===== config.mk =====
export PLATFORM = sky130hd
export DESIGN_NAME = skencode_s1s2_pack
export DESIGN_NICKNAME = d
export VERILOG_FILES = /design/src/rtl/skencode_s1s2_pack_pkg.sv /design/src/rtl/skencode_s1s2_coeff_enc.sv /design/src/rtl/skencode_s1s2_pack.sv
export SDC_FILE = /design/constraint.sdc
export NUM_CORES = 1
export LEC_CHECK = 0
export ABC_AREA = 1
export CAP_MARGIN = 10
export CORE_MARGIN = 2
export CORE_UTILIZATION = 33
export DETAILED_ROUTE_END_ITERATION = 10
export HOLD_SLACK_MARGIN = 0.05
export PLACE_DENSITY_LB_ADDON = 0.15
export RECOVER_POWER = 25
export SYNTH_ARGS = -nofsm -noshare
export SYNTH_HDL_FRONTEND = slang
export SYNTH_SLANG_ARGS = --single-unit

===== constraint.sdc =====
create_clock -name clk -period 1.7 [get_ports clk]
set_clock_uncertainty 0.05 [all_clocks]
set_input_delay 0.34 -clock clk [delete_from_list [all_inputs] [get_ports clk]]
set_output_delay 0.34 -clock clk [all_outputs]
set_load 0.02 [all_outputs]

===== src/rtl/skencode_s1s2_pack_pkg.sv =====
// Shared ML-DSA parameters and the sk s1/s2 pack FSM state type.
// Contents: modulus/eta/poly-size constants, derived beat/word counts,
// and skencode_state_e used by skencode_s1s2_pack.
package skencode_s1s2_pack_pkg;

  localparam int REG_SIZE  = 24;
  localparam int MLDSA_ETA = 2;
  localparam int ETA_SIZE  = 3;
  localparam int MLDSA_Q   = 8380417;
  localparam int MLDSA_N   = 256;
  localparam int NUM_COEFF = 4;
  localparam int DATA_W    = 32;

  localparam int BEAT_BITS = NUM_COEFF * ETA_SIZE;           // 12
  localparam int BUF_W     = 48;
  localparam int NUM_BEATS = MLDSA_N / NUM_COEFF;            // 64
  localparam int NUM_WORDS = (MLDSA_N * ETA_SIZE) / DATA_W;  // 24

  typedef enum logic [1:0] {
    IDLE = 2'd0,
    PACK = 2'd1,
    DONE = 2'd2
  } skencode_state_e;

endpackage


===== src/rtl/skencode_s1s2_coeff_enc.sv =====
// Combinational encoder for one s1/s2 coefficient: code = eta - coeff.
// Ports:
//   coeff  in  REG_SIZE  coefficient mod q, legal values {0,1,2,q-1,q-2}
//   code   out ETA_SIZE  packed value 0..4 (0 for illegal input)
//   err    out 1         coefficient outside [-eta, eta]
import skencode_s1s2_pack_pkg::*;

module skencode_s1s2_coeff_enc (
  input  logic [REG_SIZE-1:0] coeff,
  output logic [ETA_SIZE-1:0] code,
  output logic                err
);

  localparam logic [REG_SIZE-1:0] Q_M1 = REG_SIZE'(MLDSA_Q - 1);
  localparam logic [REG_SIZE-1:0] Q_M2 = REG_SIZE'(MLDSA_Q - 2);

  always_comb begin
    code = '0;
    err  = 1'b0;
    if (coeff == REG_SIZE'(2))      code = 3'd0;
    else if (coeff == REG_SIZE'(1)) code = 3'd1;
    else if (coeff == REG_SIZE'(0)) code = 3'd2;
    else if (coeff == Q_M1)         code = 3'd3;
    else if (coeff == Q_M2)         code = 3'd4;
    else                            err  = 1'b1;
  end

endmodule


===== src/rtl/skencode_s1s2_pack.sv =====
// Packs one s1/s2 polynomial (256 coeffs, 3 bits each) into 24 32-bit words.
// Ports:
//   clk, rst_b (sync, active-low), zeroize (sync clear)
//   start_i                          begin a polynomial (IDLE only)
//   coeff_valid_i/coeff_ready_o/coeff_i   input beats of 4 coeffs, coeff 0 in low bits
//   data_valid_o/data_ready_i/data_o      output words, bit-stream LSB first
//   done_o                           1-cycle pulse after the 24th word is taken
//   error_o                          sticky: an illegal coeff was packed this poly
import skencode_s1s2_pack_pkg::*;

module skencode_s1s2_pack (
  input  logic                          clk,
  input  logic                          rst_b,
  input  logic                          zeroize,
  input  logic                          start_i,
  input  logic                          coeff_valid_i,
  output logic                          coeff_ready_o,
  input  logic [NUM_COEFF*REG_SIZE-1:0] coeff_i,
  output logic                          data_valid_o,
  input  logic                          data_ready_i,
  output logic [DATA_W-1:0]             data_o,
  output logic                          done_o,
  output logic                          error_o
);

  skencode_state_e        state;
  logic [BUF_W-1:0]       pack_buf;
  logic [5:0]             cnt_bits;
  logic [6:0]             in_cnt;
  logic [4:0]             out_cnt;
  logic                   error_q;

  logic [BEAT_BITS-1:0]   beat_code;
  logic [NUM_COEFF-1:0]   beat_err;
  logic                   accept;
  logic                   emit;

  for (genvar k = 0; k < NUM_COEFF; k++) begin : g_enc
    skencode_s1s2_coeff_enc u_enc (
      .coeff (coeff_i[k*REG_SIZE +: REG_SIZE]),
      .code  (beat_code[k*ETA_SIZE +: ETA_SIZE]),
      .err   (beat_err[k])
    );
  end

  // Accept only while fewer than 32 bits are buffered, emit only once 32 are
  // present: the two conditions are mutually exclusive, so the buffer never
  // needs a simultaneous append+shift path. 31 + 12 = 43 bits max fits in 48.
  assign coeff_ready_o = (state == PACK) && (cnt_bits < 6'(DATA_W))
                         && (in_cnt < 7'(NUM_BEATS));
  assign data_valid_o  = (state == PACK) && (cnt_bits >= 6'(DATA_W));
  assign accept        = coeff_valid_i && coeff_ready_o;
  assign emit          = data_valid_o && data_ready_i;

  assign data_o  = data_valid_o ? pack_buf[DATA_W-1:0] : '0;
  assign done_o  = (state == DONE);
  assign error_o = error_q;

  always_ff @(posedge clk) begin
    if (!rst_b || zeroize) begin
      state    <= IDLE;
      pack_buf <= '0;
      cnt_bits <= '0;
      in_cnt   <= '0;
      out_cnt  <= '0;
      error_q  <= 1'b0;
    end else begin
      case (state)
        IDLE: begin
          if (start_i) begin
            state    <= PACK;
            pack_buf <= '0;
            cnt_bits <= '0;
            in_cnt   <= '0;
            out_cnt  <= '0;
            error_q  <= 1'b0;
          end
        end
        PACK: begin
          if (accept) begin
            // Bits above cnt_bits are always zero, so OR-in is an append.
            pack_buf <= pack_buf | (BUF_W'(beat_code) << cnt_bits);
            cnt_bits <= cnt_bits + 6'(BEAT_BITS);
            in_cnt   <= in_cnt + 7'd1;
            if (|beat_err) error_q <= 1'b1;
          end else if (emit) begin
            pack_buf <= pack_buf >> DATA_W;
            cnt_bits <= cnt_bits - 6'(DATA_W);
            out_cnt  <= out_cnt + 5'd1;
            if (out_cnt == 5'(NUM_WORDS - 1)) state <= DONE;
          end
        end
        DONE:    state <= IDLE;
        default: state <= IDLE;
      endcase
    end
  end

endmodule


==> run_results.csv <==
group,metric,value,unit
clock_network,clk_path_buf_depth,2,
die,dieArea,15600,sq um
clock_network,clockRootBuffer,"clkbuf_16",
route,drt-wirelength-per-cell,13.5,um
logic_synthesis,avgSynthCellArea,5.67,sq um
final_layout,drive_gt1_share,34.3,%
grt,grt_max_degree,31,
die,coreArea,14400,sq um
logic_synthesis,async_flop_share,0,%
setup_path,path_cells,"inv_2 -> nand2_4 -> nor2_4 -> inv_2 -> buf_12 -> nor2_1 -> buf_4",
min_path,holdPathEnd,"pack_buf[43]",
route,ant_nets,0,
setup_path,cp.required,1.31,ns
route,drcViolationCount,0,
setup_path,path_delay_family,"buffers and inverters",
grt,grt_pass1_wl,26000,um
final_layout,final_nets,1179,
logic_synthesis,synth_area,4810,sq um
min_path,holdCritPathClass,"reg -> reg",
timing,hold_viol_final,0,
route,drt_wl_total,17000,um
power_and_ir_drop,irDropWorstVdd,0.525,mV
min_path,worstHoldPathCells,2,
logic_synthesis,ys_seq_elements,67,
logic_synthesis,yosysWarnings,0,
route,num_vias,6088,
timing,slew_viol_final,0,
setup_path,slowest_delay,0.32,ns
setup_path,crit_top_cell,"inv_2",
clock_network,cts.sinks,67,
setup_path,critPathSlowestCell,"dfxtp_2",
timing,rsz0062_at_grt,"true",
final_layout,fill_cells,1420,
die,die_y,125,um
clock_network,clkTransAtPathRegs,0.05,ns
route,via_per_inst,4.83,
timing,setup_violations,55,
final_layout,final_common_cell,"nand2_1",
place,dp.cells,1218,
die,num_io_pins,138,
grt,antenna_found_initial,0,
min_path,worstHoldStart,"pack_buf[43]",
logic_synthesis,syn_nets,955,
grt,grt_pass1_vias,5560,
clock_network,cts_tree,"done",
clock_network,cts_buffers,9,
setup_path,worstReg2RegEnd,"pack_buf[40]",
timing,timing.final.ws_setup,-0.0678,ns
timing,slew-limit-headroom,73.1,%
route,drt_iter0_markers,331,
timing,fmax,566,MHz
logic_synthesis,synth_top_area_share,27.9,%
clock_network,insertion_delay,0.33,ns
final_layout,syn2layout_area_growth,75.6,%
setup_path,crit_path_end_kind,"primary output",
setup_path,startpoint_type,"flip-flop",
job,drv_cap,0,
power_and_ir_drop,power_density,500,nW/um^2
timing,layout_worst_path_cycle_share,104,%
timing,period_needed,1.77,ns
setup_path,reg2reg_depth,12,
logic_synthesis,ys_types,39,
logic_synthesis,synth_area_leaders,"dfxtp_1 28%, nand2_1 18%, nor2_1 15%, inv_1 7.3%, nand3_1 6.7%",
die,start_util,33.5,%
final_layout,instances_no_fill,1261,
route,dr.pass1.iters,5,
outcome,status,"complete, but fails checks",
power_and_ir_drop,p_leak,0.00379,uW
logic_synthesis,synth_edf_count,0,
outcome,violations,"negative setup slack",
place,place_congestion,0.894,
timing,fin_setup_tns,-1.88,ns
final_layout,final_cell_mix,"178 x nand2_1, 134 x nor2_1, 105 x buf_4, 84 x inv_1, 64 x dfxtp_1",
clock_network,holdBufCountCts,0,
clock_network,htree_levels,3,
die,fp.dieW,125,um
logic_synthesis,postSynthCellCount,849,
die,num_rows,44,
place,io_buffers,137,
final_layout,antennaDiodeCount,0,
logic_synthesis,ys.flop_type,"dfxtp_1",
grt,grt_overflow,0,
setup_path,path_class,"reg -> out",
setup_path,reg2reg_slack,-0.06,ns
setup_path,critPathArrivalTime,1.38,ns
logic_synthesis,seq_area_frac_synth,27.9,%
timing,tightest_slew,0.399,ns
place,dp_hpwl,12200,um
grt,grt_usage,20.2,%
setup_path,regToRegStartpoint,"state[0]",
setup_path,path_max_fanout,30,
logic_synthesis,yosys.area.top_type,"dfxtp_1",
place,place_worst_setup_slack,-0.480,ns
setup_path,crit_buf_inv,4,
==> Yosys cell counts (8+ instances only) <==
cell type	number
nand3_1	64
nor3_1	11
o21ai_0	41
nor3_2	10
a21oi_1	47
dfxtp_1	67
inv_2	8
inv_1	93
nand4_1	23
nand2_1	230
clkbuf_1	15
nor2_1	190
==> state kept, by name (all words and copies together), names as in the netlist <==
register	cells
state	2
in_cnt	7
error_o	1
cnt_bits	4
pack_buf	48
out_cnt	5
==> final cells by class <==
cell class	count	area (sq um)	share of cell area, %
Sequential cell	67	1350	15.9
Timing Repair Buffer	240	2380	28.2
Inverter	104	417	4.93
Multi-Input combinational cell	651	3790	44.9
Clock buffer	10	229	2.71
Tap cell	184	230	2.72
Clock inverter	5	55.1	0.651
==> routing by layer <==
layer,vias up,global-route usage [%],wire [um]
met5,-,0,0
met4,0,4.82,266
met3,22,4.17,811
met2,158,35.0,8430
met1,2760,25.6,7540
li1,3148,-,-
==> how the worst max path moves through the flow <==
stage	to	from	depth (start not counted)
finish	data_o[16]	state[1]	7
CTS	data_o[17]	state[1]	7
global placement	pack_buf[7]	coeff_i[51]	10
detailed placement	pack_buf[10]	coeff_i[75]	12
global route	out_cnt[4]	state[0]	13
floorplan	data_o[10]	state[0]	5
==> metrics by stage <==
| step | cell area, sq um | util, % | hold WS [ns] | total power, uW |
|---|---|---|---|---|
| 6_report | 8450 | 58.8 | 0.400 | 4220 |
| 5_1_grt | 8450 | 58.8 | 0.421 | 4400 |
| 4_1_cts | 7360 | 51.2 | 0.398 | 4110 |
| 3_5_place_dp | 6930 | 48.2 | 0.386 | 2330 |
| 3_3_place_gp | 6930 | 48.2 | 0.384 | 2330 |
| 2_1_floorplan | 4810 | - | 0.378 | 1890 |
==> worst min-delay path: cells and delay by family, from the launching register on <==
family	cells	cell delay, ns
simple gates	1	0.04
buf+inv	1	0.07
flops	1	0.29
==> report_power, final <==
group / internal [uW] / leakage [uW] / switching (uW)
Clock: 1120 / 0.000134 / 681
Sequential: 1580 / 0.000542 / 8.90
Combinational: 409 / 0.00312 / 422
Total: 3110 / 0.00379 / 1110
==> kinds of logic (layout without fill, tap and decap cells) <==
family | count (synthesis) | after routing | share of synthesized area (%)
fa+ha+maj | 4 | 4 | 1.04
buf+inv | 132 | 359 | 10.9
flops | 67 | 67 | 27.9
xor+xnor | 1 | 1 | 0.182
simple gates | 546 | 547 | 48.8
compound gates | 99 | 99 | 11.2
==> timing repair <==
item | in CTS | in global routing
setup buffers | 3 | 21
gates cloned | 0 | 4
gates resized for setup | 295 | 260
pin swaps | 53 | 96
endpoints found under the setup margin | 71 | 94
No activity file was read; power rests on OpenSTA's default activity.
